===== src/rtl/eject_arbiter.sv =====
// ---------------------------------------------------------------------------
// eject_arbiter
// Merges the six network eject ports into one registered flit stream for the
// processing element. Selection is round-robin between packets. A port that
// wins with a HEAD flit keeps the grant until its TAIL flit has been accepted,
// so the flits of one packet are never interleaved with another port's.
//
// Ports
//   clk_i                   clock, rising edge
//   rst_ni                  asynchronous reset, active low
//   eject_<d>_i             flit from direction d (xpos,ypos,zpos,xneg,yneg,zneg = 0..5)
//   eject_<d>_valid_i       eject_<d>_i holds a flit
//   eject_<d>_ready_o       flit on eject_<d>_i is consumed this cycle
//   pe_flit_o / pe_valid_o  registered flit to the PE
//   pe_ready_i              PE accepts pe_flit_o this cycle
//   pkt_count_o             completed packets accepted, saturating
//   proto_err_o             sticky packet-framing violation flag
//
// FSM states
//   state      | meaning
//   ST_IDLE    | no packet in progress, round-robin scan from rr_ptr+1
//   ST_LOCKED  | packet in progress, only lock_port may transfer
// ---------------------------------------------------------------------------
module eject_arbiter #(
    parameter int         FLIT_SIZE   = 128,
    parameter logic [1:0] HEAD_FLIT   = 2'b00,
    parameter logic [1:0] BODY_FLIT   = 2'b01,
    parameter logic [1:0] TAIL_FLIT   = 2'b10,
    parameter logic [1:0] SINGLE_FLIT = 2'b11
) (
    input  logic                 clk_i,
    input  logic                 rst_ni,
    input  logic [FLIT_SIZE-1:0] eject_xpos_i,
    input  logic [FLIT_SIZE-1:0] eject_ypos_i,
    input  logic [FLIT_SIZE-1:0] eject_zpos_i,
    input  logic [FLIT_SIZE-1:0] eject_xneg_i,
    input  logic [FLIT_SIZE-1:0] eject_yneg_i,
    input  logic [FLIT_SIZE-1:0] eject_zneg_i,
    input  logic                 eject_xpos_valid_i,
    input  logic                 eject_ypos_valid_i,
    input  logic                 eject_zpos_valid_i,
    input  logic                 eject_xneg_valid_i,
    input  logic                 eject_yneg_valid_i,
    input  logic                 eject_zneg_valid_i,
    output logic                 eject_xpos_ready_o,
    output logic                 eject_ypos_ready_o,
    output logic                 eject_zpos_ready_o,
    output logic                 eject_xneg_ready_o,
    output logic                 eject_yneg_ready_o,
    output logic                 eject_zneg_ready_o,
    output logic [FLIT_SIZE-1:0] pe_flit_o,
    output logic                 pe_valid_o,
    input  logic                 pe_ready_i,
    output logic [15:0]          pkt_count_o,
    output logic                 proto_err_o
);

    typedef enum logic {ST_IDLE, ST_LOCKED} state_t;

    state_t               state_q, state_d;
    logic [2:0]           lock_port_q, lock_port_d;
    logic [2:0]           rr_ptr_q, rr_ptr_d;
    logic [FLIT_SIZE-1:0] pe_flit_q, pe_flit_d;
    logic                 pe_valid_q, pe_valid_d;
    logic [15:0]          pkt_count_q, pkt_count_d;
    logic                 proto_err_q, proto_err_d;

    logic [FLIT_SIZE-1:0] flit_vec [6];
    logic [5:0]           valid_vec;
    logic [5:0]           ready_vec;

    logic [3:0]           scan_sum;
    logic                 scan_found;
    logic [2:0]           scan_port;
    logic [2:0]           sel_port;
    logic                 sel_valid;
    logic [FLIT_SIZE-1:0] sel_flit;
    logic [1:0]           sel_type;
    logic                 load;
    logic                 take;

    assign flit_vec[0] = eject_xpos_i;
    assign flit_vec[1] = eject_ypos_i;
    assign flit_vec[2] = eject_zpos_i;
    assign flit_vec[3] = eject_xneg_i;
    assign flit_vec[4] = eject_yneg_i;
    assign flit_vec[5] = eject_zneg_i;

    assign valid_vec = {eject_zneg_valid_i, eject_yneg_valid_i, eject_xneg_valid_i,
                        eject_zpos_valid_i, eject_ypos_valid_i, eject_xpos_valid_i};

    // Scan from the farthest candidate back to the nearest so the last hit,
    // i.e. the first valid port after rr_ptr, wins.
    always_comb begin
        scan_found = 1'b0;
        scan_port  = 3'd0;
        scan_sum   = 4'd0;
        for (int k = 6; k >= 1; k--) begin
            scan_sum = {1'b0, rr_ptr_q} + 4'(k);
            if (scan_sum >= 4'd6) begin
                scan_sum = scan_sum - 4'd6;
            end
            if (valid_vec[scan_sum[2:0]]) begin
                scan_found = 1'b1;
                scan_port  = scan_sum[2:0];
            end
        end
    end

    assign sel_port  = (state_q == ST_LOCKED) ? lock_port_q : scan_port;
    assign sel_valid = (state_q == ST_LOCKED) ? valid_vec[lock_port_q] : scan_found;
    assign sel_flit  = flit_vec[sel_port];
    assign sel_type  = sel_flit[FLIT_SIZE-1 -: 2];

    // Ready is gated by reset so no source sees a consume while held in reset.
    assign load      = !pe_valid_q || pe_ready_i;
    assign take      = rst_ni && load && sel_valid;
    assign ready_vec = take ? (6'b000001 << sel_port) : 6'b000000;

    always_comb begin
        state_d     = state_q;
        lock_port_d = lock_port_q;
        rr_ptr_d    = rr_ptr_q;
        pe_flit_d   = pe_flit_q;
        pe_valid_d  = pe_valid_q;
        pkt_count_d = pkt_count_q;
        proto_err_d = proto_err_q;

        if (load) begin
            pe_valid_d = 1'b0;
        end

        if (take) begin
            if (state_q == ST_IDLE) begin
                if (sel_type == HEAD_FLIT) begin
                    pe_flit_d   = sel_flit;
                    pe_valid_d  = 1'b1;
                    lock_port_d = sel_port;
                    state_d     = ST_LOCKED;
                end else if (sel_type == SINGLE_FLIT) begin
                    pe_flit_d  = sel_flit;
                    pe_valid_d = 1'b1;
                    rr_ptr_d   = sel_port;
                    if (pkt_count_q != 16'hFFFF) begin
                        pkt_count_d = pkt_count_q + 16'd1;
                    end
                end else begin
                    // Orphan BODY/TAIL: consume it so the port drains, but drop it.
                    proto_err_d = 1'b1;
                    rr_ptr_d    = sel_port;
                end
            end else begin
                pe_flit_d  = sel_flit;
                pe_valid_d = 1'b1;
                if (sel_type == TAIL_FLIT) begin
                    state_d  = ST_IDLE;
                    rr_ptr_d = lock_port_q;
                    if (pkt_count_q != 16'hFFFF) begin
                        pkt_count_d = pkt_count_q + 16'd1;
                    end
                end else if (sel_type != BODY_FLIT) begin
                    // HEAD or SINGLE inside a packet is forwarded but does not end it.
                    proto_err_d = 1'b1;
                end
            end
        end
    end

    always_ff @(posedge clk_i or negedge rst_ni) begin
        if (!rst_ni) begin
            state_q     <= ST_IDLE;
            lock_port_q <= 3'd0;
            rr_ptr_q    <= 3'd5;
            pe_flit_q   <= '0;
            pe_valid_q  <= 1'b0;
            pkt_count_q <= 16'd0;
            proto_err_q <= 1'b0;
        end else begin
            state_q     <= state_d;
            lock_port_q <= lock_port_d;
            rr_ptr_q    <= rr_ptr_d;
            pe_flit_q   <= pe_flit_d;
            pe_valid_q  <= pe_valid_d;
            pkt_count_q <= pkt_count_d;
            proto_err_q <= proto_err_d;
        end
    end

    assign eject_xpos_ready_o = ready_vec[0];
    assign eject_ypos_ready_o = ready_vec[1];
    assign eject_zpos_ready_o = ready_vec[2];
    assign eject_xneg_ready_o = ready_vec[3];
    assign eject_yneg_ready_o = ready_vec[4];
    assign eject_zneg_ready_o = ready_vec[5];

    assign pe_flit_o   = pe_flit_q;
    assign pe_valid_o  = pe_valid_q;
    assign pkt_count_o = pkt_count_q;
    assign proto_err_o = proto_err_q;

endmodule


===== config.mk =====
export PLATFORM = sky130hd
export DESIGN_NAME = eject_arbiter
export DESIGN_NICKNAME = d
export VERILOG_FILES = /design/src/rtl/eject_arbiter.sv
export SDC_FILE = /design/constraint.sdc
export NUM_CORES = 1
export LEC_CHECK = 0
export BUFFER_PORTS_ARGS = -buffer_cell sky130_fd_sc_hd__buf_4
export CAP_MARGIN = 5
export CORE_AREA = 2 2 365 367
export DETAILED_ROUTE_END_ITERATION = 6
export DIE_AREA = 0 0 367 369
export SYNTH_ARGS = -nofsm -noshare
export SYNTH_HDL_FRONTEND = slang
export SYNTH_SLANG_ARGS = --single-unit

===== constraint.sdc =====
create_clock -name clk_i -period 13.9 [get_ports clk_i]
set_input_delay 0.695 -clock clk_i [delete_from_list [all_inputs] [get_ports clk_i]]
set_output_delay 0.695 -clock clk_i [all_outputs]
set_load 0.01 [all_outputs]

# Yosys cells after proc, flatten, opt, wreduce, memory -nomap -nowiden
# Cells that the tools add are included.
# classes
n_addsub,13
magnitude_cmp,14
n_eq_ne,9
shifts,1
muxes,62
n_bitwise,2
n_reduce_logical,12
# ops
cell,count
$mux W128,5
$bmux W128 S3,1
$mux W16,5
$mux W3,16
$lt A3 B4 Y1 const B,7
$mux W1,27
$ge A4 B3 Y1 const B,6
$bmux W1 S3,7
$sub A3 B3 Y3 const B,6
$add A16 B1 Y16 const B,1
$ne A16 B16 Y1 const B,1
$add A3 B3 Y4 const B,3
$add A3 B2 Y4 const B,2
$mux W6,1
$ne A2 B1 Y1 const B,3
$ne A2 B2 Y1 const B,3
$reduce_and A3 Y1,2
$shl A1 B3 Y6 const A,1
$reduce_and A5 Y1,1
$add A3 B1 Y4 const B,1
$eq A2 B2 Y1 const B,2
$ge A4 B4 Y1 const B,1
$not A3 Y4,1
$reduce_and A4 Y1,1
8 further kinds,9
# word_totals
reg_bits,153
inputBits,777
output_inout_bits,152
elab_cells,120

# Depth between registers and ports, before layout
# depth
depth_word,21
ltp_mapped,19
depth_no_buf,13

# Worst setup path after synthesis
# No wires, ideal clock.
# synth_path
path_kind,register to output
from,register rr_ptr_q[0]
to,output port eject_yneg_ready_o
arrival_time_ns,3.663
required_time_ns,13.205
setup_slack_ns,9.542
stages_incl_launch_ff,16
n_path_buf,6
path_cell_list,dfstp_2 -> buf_6 -> inv_1 -> ha_1 -> buf_2 -> clkbuf_1 -> nor3_1 -> mux2i_1 -> o211a_1 -> a2111oi_2 -> o31a_1 -> clkbuf_1 -> clkbuf_1 -> clkbuf_1 -> nand2_1 -> nor3_1
# synth_between
elab_chain_cells,14
elab_cells_between_ends,53
classes_between,12 x add/sub; 6 x order compare; 1 x shift; 33 x mux; 1 x reduce/logical
# synth_rtl
element,line_no,text
start: declaration,62,"logic [2:0] rr_ptr_q, rr_ptr_d;"
start signal: assignment,181,rr_ptr_q <= rr_ptr_d;
$add A3 B3 Y4,99,"scan_sum = {1'b0, rr_ptr_q} + 4'(k);"
$ge A4 B3 Y1 or $sub A3 B3 Y3 (tied branches),"100, 101",
$mux W3,100,if (scan_sum >= 4'd6) begin
$bmux W1 S3,103,if (valid_vec[scan_sum[2:0]]) begin
$mux W1 (implied by the code),103,
$mux W3 or $mux W1 (tied branches) (6 in a row),103,
$mux W3 or $mux W1 (tied branches),"110, 111",
$shl A1 B3 Y6 or $logic_and A1 B1 Y1 (tied branches),"118, 117",
$mux W6 *,118,assign ready_vec = take ? (6'b000001 << sel_port) : 6'b000000;
end: declaration,49,"output logic eject_yneg_ready_o,"
# Mark *: on every way between the ends. The rest lies on a longest branch, timed or not. The select of a mux whose other input is x is not followed.

# Final worst setup path
# layout_path
from,register rr_ptr_q[0]
to,output port eject_xpos_ready_o
# layout_between
elab_chain_cells,14
elab_cells_between_ends,53
classes_between,12 x add/sub; 6 x order compare; 1 x shift; 33 x mux; 1 x reduce/logical
# layout_rtl
element,line_no,text
$add A3 B3 Y4,99,
$ge A4 B3 Y1 or $sub A3 B3 Y3 (tied branches),"100, 101",
$mux W3,100,
$bmux W1 S3,103,
$mux W1 (implied by the code),103,
$mux W3 or $mux W1 (tied branches) (6 in a row),103,
$mux W3 or $mux W1 (tied branches),"110, 111",
$shl A1 B3 Y6 or $logic_and A1 B1 Y1 (tied branches),"118, 117",
$mux W6 *,118,
end: declaration,45,"output logic eject_xpos_ready_o,"
# Marks and branches as above.

==> summary.md <==
| Metric | Value |
|---|---|
| CTS tree | `yes` |
| Average instance area after synthesis | `8.43 um^2` |
| Detailed-route vias per instance | `4.04` |
| Starting density of the core | `9.87%` |
| Die Outline Area | `0.135 mm^2` |
| Crit Path Category | `flip-flop to primary output` |
| Kind of path behind the tightest hold check | `input port to async pin` |
| Post-CTS setup buffer count | `0` |
| Number of DRC violations after detailed-routing iteration 0 | `~1500` |
| Max Buffers Root-to-Sink | `2` |
| DIE WIDTH | `367 um` |
| Number of buffers inserted by hold repair at cts | `0` |
| Remaining routing DRC violations | `0` |
| Site row count | `133` |
| Cell at the slowest stage of the critical path | `dfstp_2` |
| Reg-to-reg startpoint | `rr_ptr_q[0]` |
| Cells after Synth | `1536` |
| Number of placed cells counting well taps | `between 4000 and 5000` |
| Total routing usage reported by global routing | `17.1%` |
| Post-synthesis async set-or-reset flop share | `100%` |
| Slack of the worst reg-to-reg path | `7.66 ns` |
| PD cells | `between 300 and 400 mW/mm^2` |
| Fmax achieved | `146 MHz` |
| Maximum Capacitance Violations | `0` |
| DPL Wire Length | `101000 um` |
| Placeable core region | `0.131 mm^2` |
| Sequential share of the synthesized area | `29.6%` |
| Final standard cell count with taps included and fillers excluded | `between 4000 and 5000` |
| Number of distinct standard cells referenced by the synthesized netlist | `73` |
| Most used DFF post-synth | `dfrtp_1` |
| Fraction of layout instances using a drive strength above 1 | `50.6%` |
| Commonest cells after routing, fill and taps aside | `buf_4, nand2_1, a21oi_1, dfrtp_1, mux2_2` |
| Count of port buffers added during placement | `928` |
| Initial antenna violation count | `69` |
| Routed len/inst | `29.2 um` |
| Accumulated negative setup slack | `0 ns` |
| Critical-path cell list | `inv_1, ha_1, nor3_1, o21bai_1, nand3_1, or4b_1, nand2_4, buf_4, nand2_1, nor3_1, buf_4` |
| Final period util | `about half` |
| Pin count of the biggest net entering global routing | `128` |
| Outcome | `complete, no violations` |
| Final nets | `3160` |
| Aggregate global routing overflow | `0` |
| Worst skew pair latency | `0.54 ns` |
| Endpoint type of the worst setup path | `primary output` |
| Root buffer selected by CTS | `clkbuf_16` |
| Clock buffers created by TritonCTS | `17` |
| Reg2reg path depth | `14` |
| RSZ-0062 raised after global routing | `false` |
| Vias in the first global route | `16300` |
| FF-to-FF End | `pe_flit_o[73]` |
| P&R area growth vs syn | `73.5%` |
| Detailed Route WL | `121000 um` |
| Slew at the pin closest to its max-slew limit | `1.22 ns` |
| Hold Vio Cnt, Final | `0` |
| Largest voltage drop on the vdd net | `~330 uV` |
| Biggest fanout along the worst timing path | `between 40 and 50` |
| Number of enable-type register cells in the synthesized netlist | `0` |
| Worst Path Arrival | `6.16 ns` |
| Critical Path RT | `roughly 13 ns` |
| Max-slew violation count | `0` |
| Number of register bits inferred by synthesis | `153` |
| Total standard cell area after synthesis | `0.0129 mm^2` |
| CTS resizes | `0` |
| Number of warnings printed during yosys synthesis | `0` |
| Maximum single-stage delay on the critical path | `0.85 ns` |
| Count of filler cells inserted in the layout | `14900` |
| Vias post-DR | `16700` |
| Cell area after layout | `0.0224 mm^2` |
| H-Tree Level Count | `4` |
| Critical Path Source Type | `flip-flop` |
| Count of antenna-violating nets left after detailed routing | `0` |
| Number of clock sinks | `153` |
| Clock transition at the register clock pins on the worst setup and hold paths after CTS | `around 0.07 ns` |
| Syn nets | `2323` |
| Minimum clock period after layout | `just under 7 ns` |
| Worst slew slack as a fraction of its limit | `18.9%` |
| First-pass GRT wire length | `155000 um` |
| Die H | `369 um` |
| Leak | `10.1 nW` |
| Most common cell after layout, fill and taps aside | `buf_4` |
| Final RePlAce weighted congestion | `0.965` |
| First-pass DRT Iterations | `7` |
| Ports | `about 930` |
| Final worst clock skew | `0.0186 ns` |
| Final Setup Violations | `0` |
| Standard cell area after detailed placement | `between 0.02 and 0.025 mm^2` |
| Final cell utilization of the core | `17.1%` |
## cells in the mapped netlist (2+ instances only)
master	instances	area, um^2
a211o_1	2	17.5
a211oi_1	8	60.1
a211oi_2	2	25.0
a21boi_1	2	15.0
a21oi_1	292	1460
a22oi_1	56	420
a31oi_1	2	12.5
and2_1	3	18.8
and3_1	10	62.6
buf_1	15	56.3
buf_2	29	145
buf_6	6	67.6
clkbuf_1	82	308
dfrtp_1	151	3780
dfstp_2	2	52.6
ha_1	10	125
inv_1	12	45.0
mux2_1	3	33.8
mux2_2	101	1140
mux2_4	29	435
mux2i_1	16	160
mux2i_4	2	45.0
mux4_2	58	1310
nand2_1	414	1550
nand2b_1	2	12.5
nand3_1	17	85.1
nand3b_1	2	15.0
nand4_1	3	18.8
nor2_1	18	67.6
nor3_1	21	105
nor3b_1	4	30.0
nor4_1	3	18.8
nor4_2	7	87.6
nor4b_2	2	30.0
o211ai_1	4	30.0
o21a_1	2	15.0
o21ai_0	11	55.1
o21bai_1	3	22.5
o22ai_1	71	444
or2_1	2	12.5
or3_1	3	18.8
or4b_1	2	20.0
xnor2_1	6	52.6
xor2_1	17	149
## stage by stage
stage / power (mW) / hold WS [ns] / worst slack, ns
floorplan: 4.57 / 0.399 / 9.54
global placement: 7.31 / 0.481 / 7.61
detailed placement: 7.31 / 0.473 / 7.60
CTS: 7.90 / 0.0434 / 6.98
global route: 8.30 / 0.0829 / 6.70
finish: 7.81 / 0.0865 / 7.04
## where the power goes
group,switching [mW],internal [mW]
combinational,4.15,2.26
sequential,0.184,0.671
clock,0.257,0.292
## cells by family (layout without fill, tap and decap cells)
logic type,Yosys count,in the layout,synth area share [%]
and+or+nand+nor,520,520,17.2
AOI/OAI and AO/OA,473,473,21.4
muxes,209,209,24.1
DFF,153,153,29.6
buffers and inverters,147,997,4.93
xor gates and xnor gates,24,24,1.77
adders and majority gates,10,10,0.967
other,0,7,0
## worst max path at each step
stage	start	endpoint	slack, ns	depth (start not counted)
6_report	rr_ptr_q[0]	eject_xpos_ready_o	7.04	11
2_1_floorplan	rr_ptr_q[0]	eject_yneg_ready_o	9.54	15
5_1_grt	rr_ptr_q[0]	eject_xpos_ready_o	6.70	11
4_1_cts	rr_ptr_q[0]	eject_xpos_ready_o	6.98	11
3_3_place_gp	rr_ptr_q[0]	eject_xpos_ready_o	7.61	11
3_5_place_dp	rr_ptr_q[0]	eject_xpos_ready_o	7.60	11
## area by class of cell
class / instances / area, um^2 / area share, %
sequential: 153 / 3830 / 17.1
clock buffer: 18 / 439 / 1.96
antenna: 7 / 17.5 / 0.0780
multi-input combinational: 1236 / 8550 / 38.1
timing repair buffer: 952 / 7180 / 32.0
tap: 1755 / 2200 / 9.78
inverter: 13 / 48.8 / 0.217
clock inverter: 14 / 183 / 0.814
## flip-flops by register name, summed over array words and instances, names as in the netlist
signal / cells
pe_valid_o: 1
pe_flit_o: 128
lock_port_q: 3
state_q: 1
rr_ptr_q: 3
proto_err_o: 1
pkt_count_o: 16
## per-layer routing
| metal | vias up | share of wire (%) | global-route usage, % |
|---|---|---|---|
| li1 | 7264 | - | - |
| met1 | 8298 | 42 | 21.5 |
| met2 | 948 | 46 | 27.2 |
| met3 | 166 | 10 | 7.08 |
| met4 | 70 | 1.9 | 3.78 |
| met5 | - | 0.37 | 0 |
## critical path, delay by kind of cell, from the launching register on
kind | cells | cell delay (ns)
compound gates | 1 | 0.44
fa+ha+maj | 1 | 0.72
buf+inv | 3 | 1.09
flops | 1 | 0.85
simple gates | 6 | 2.40
No activity file was read; power rests on OpenSTA's default activity.
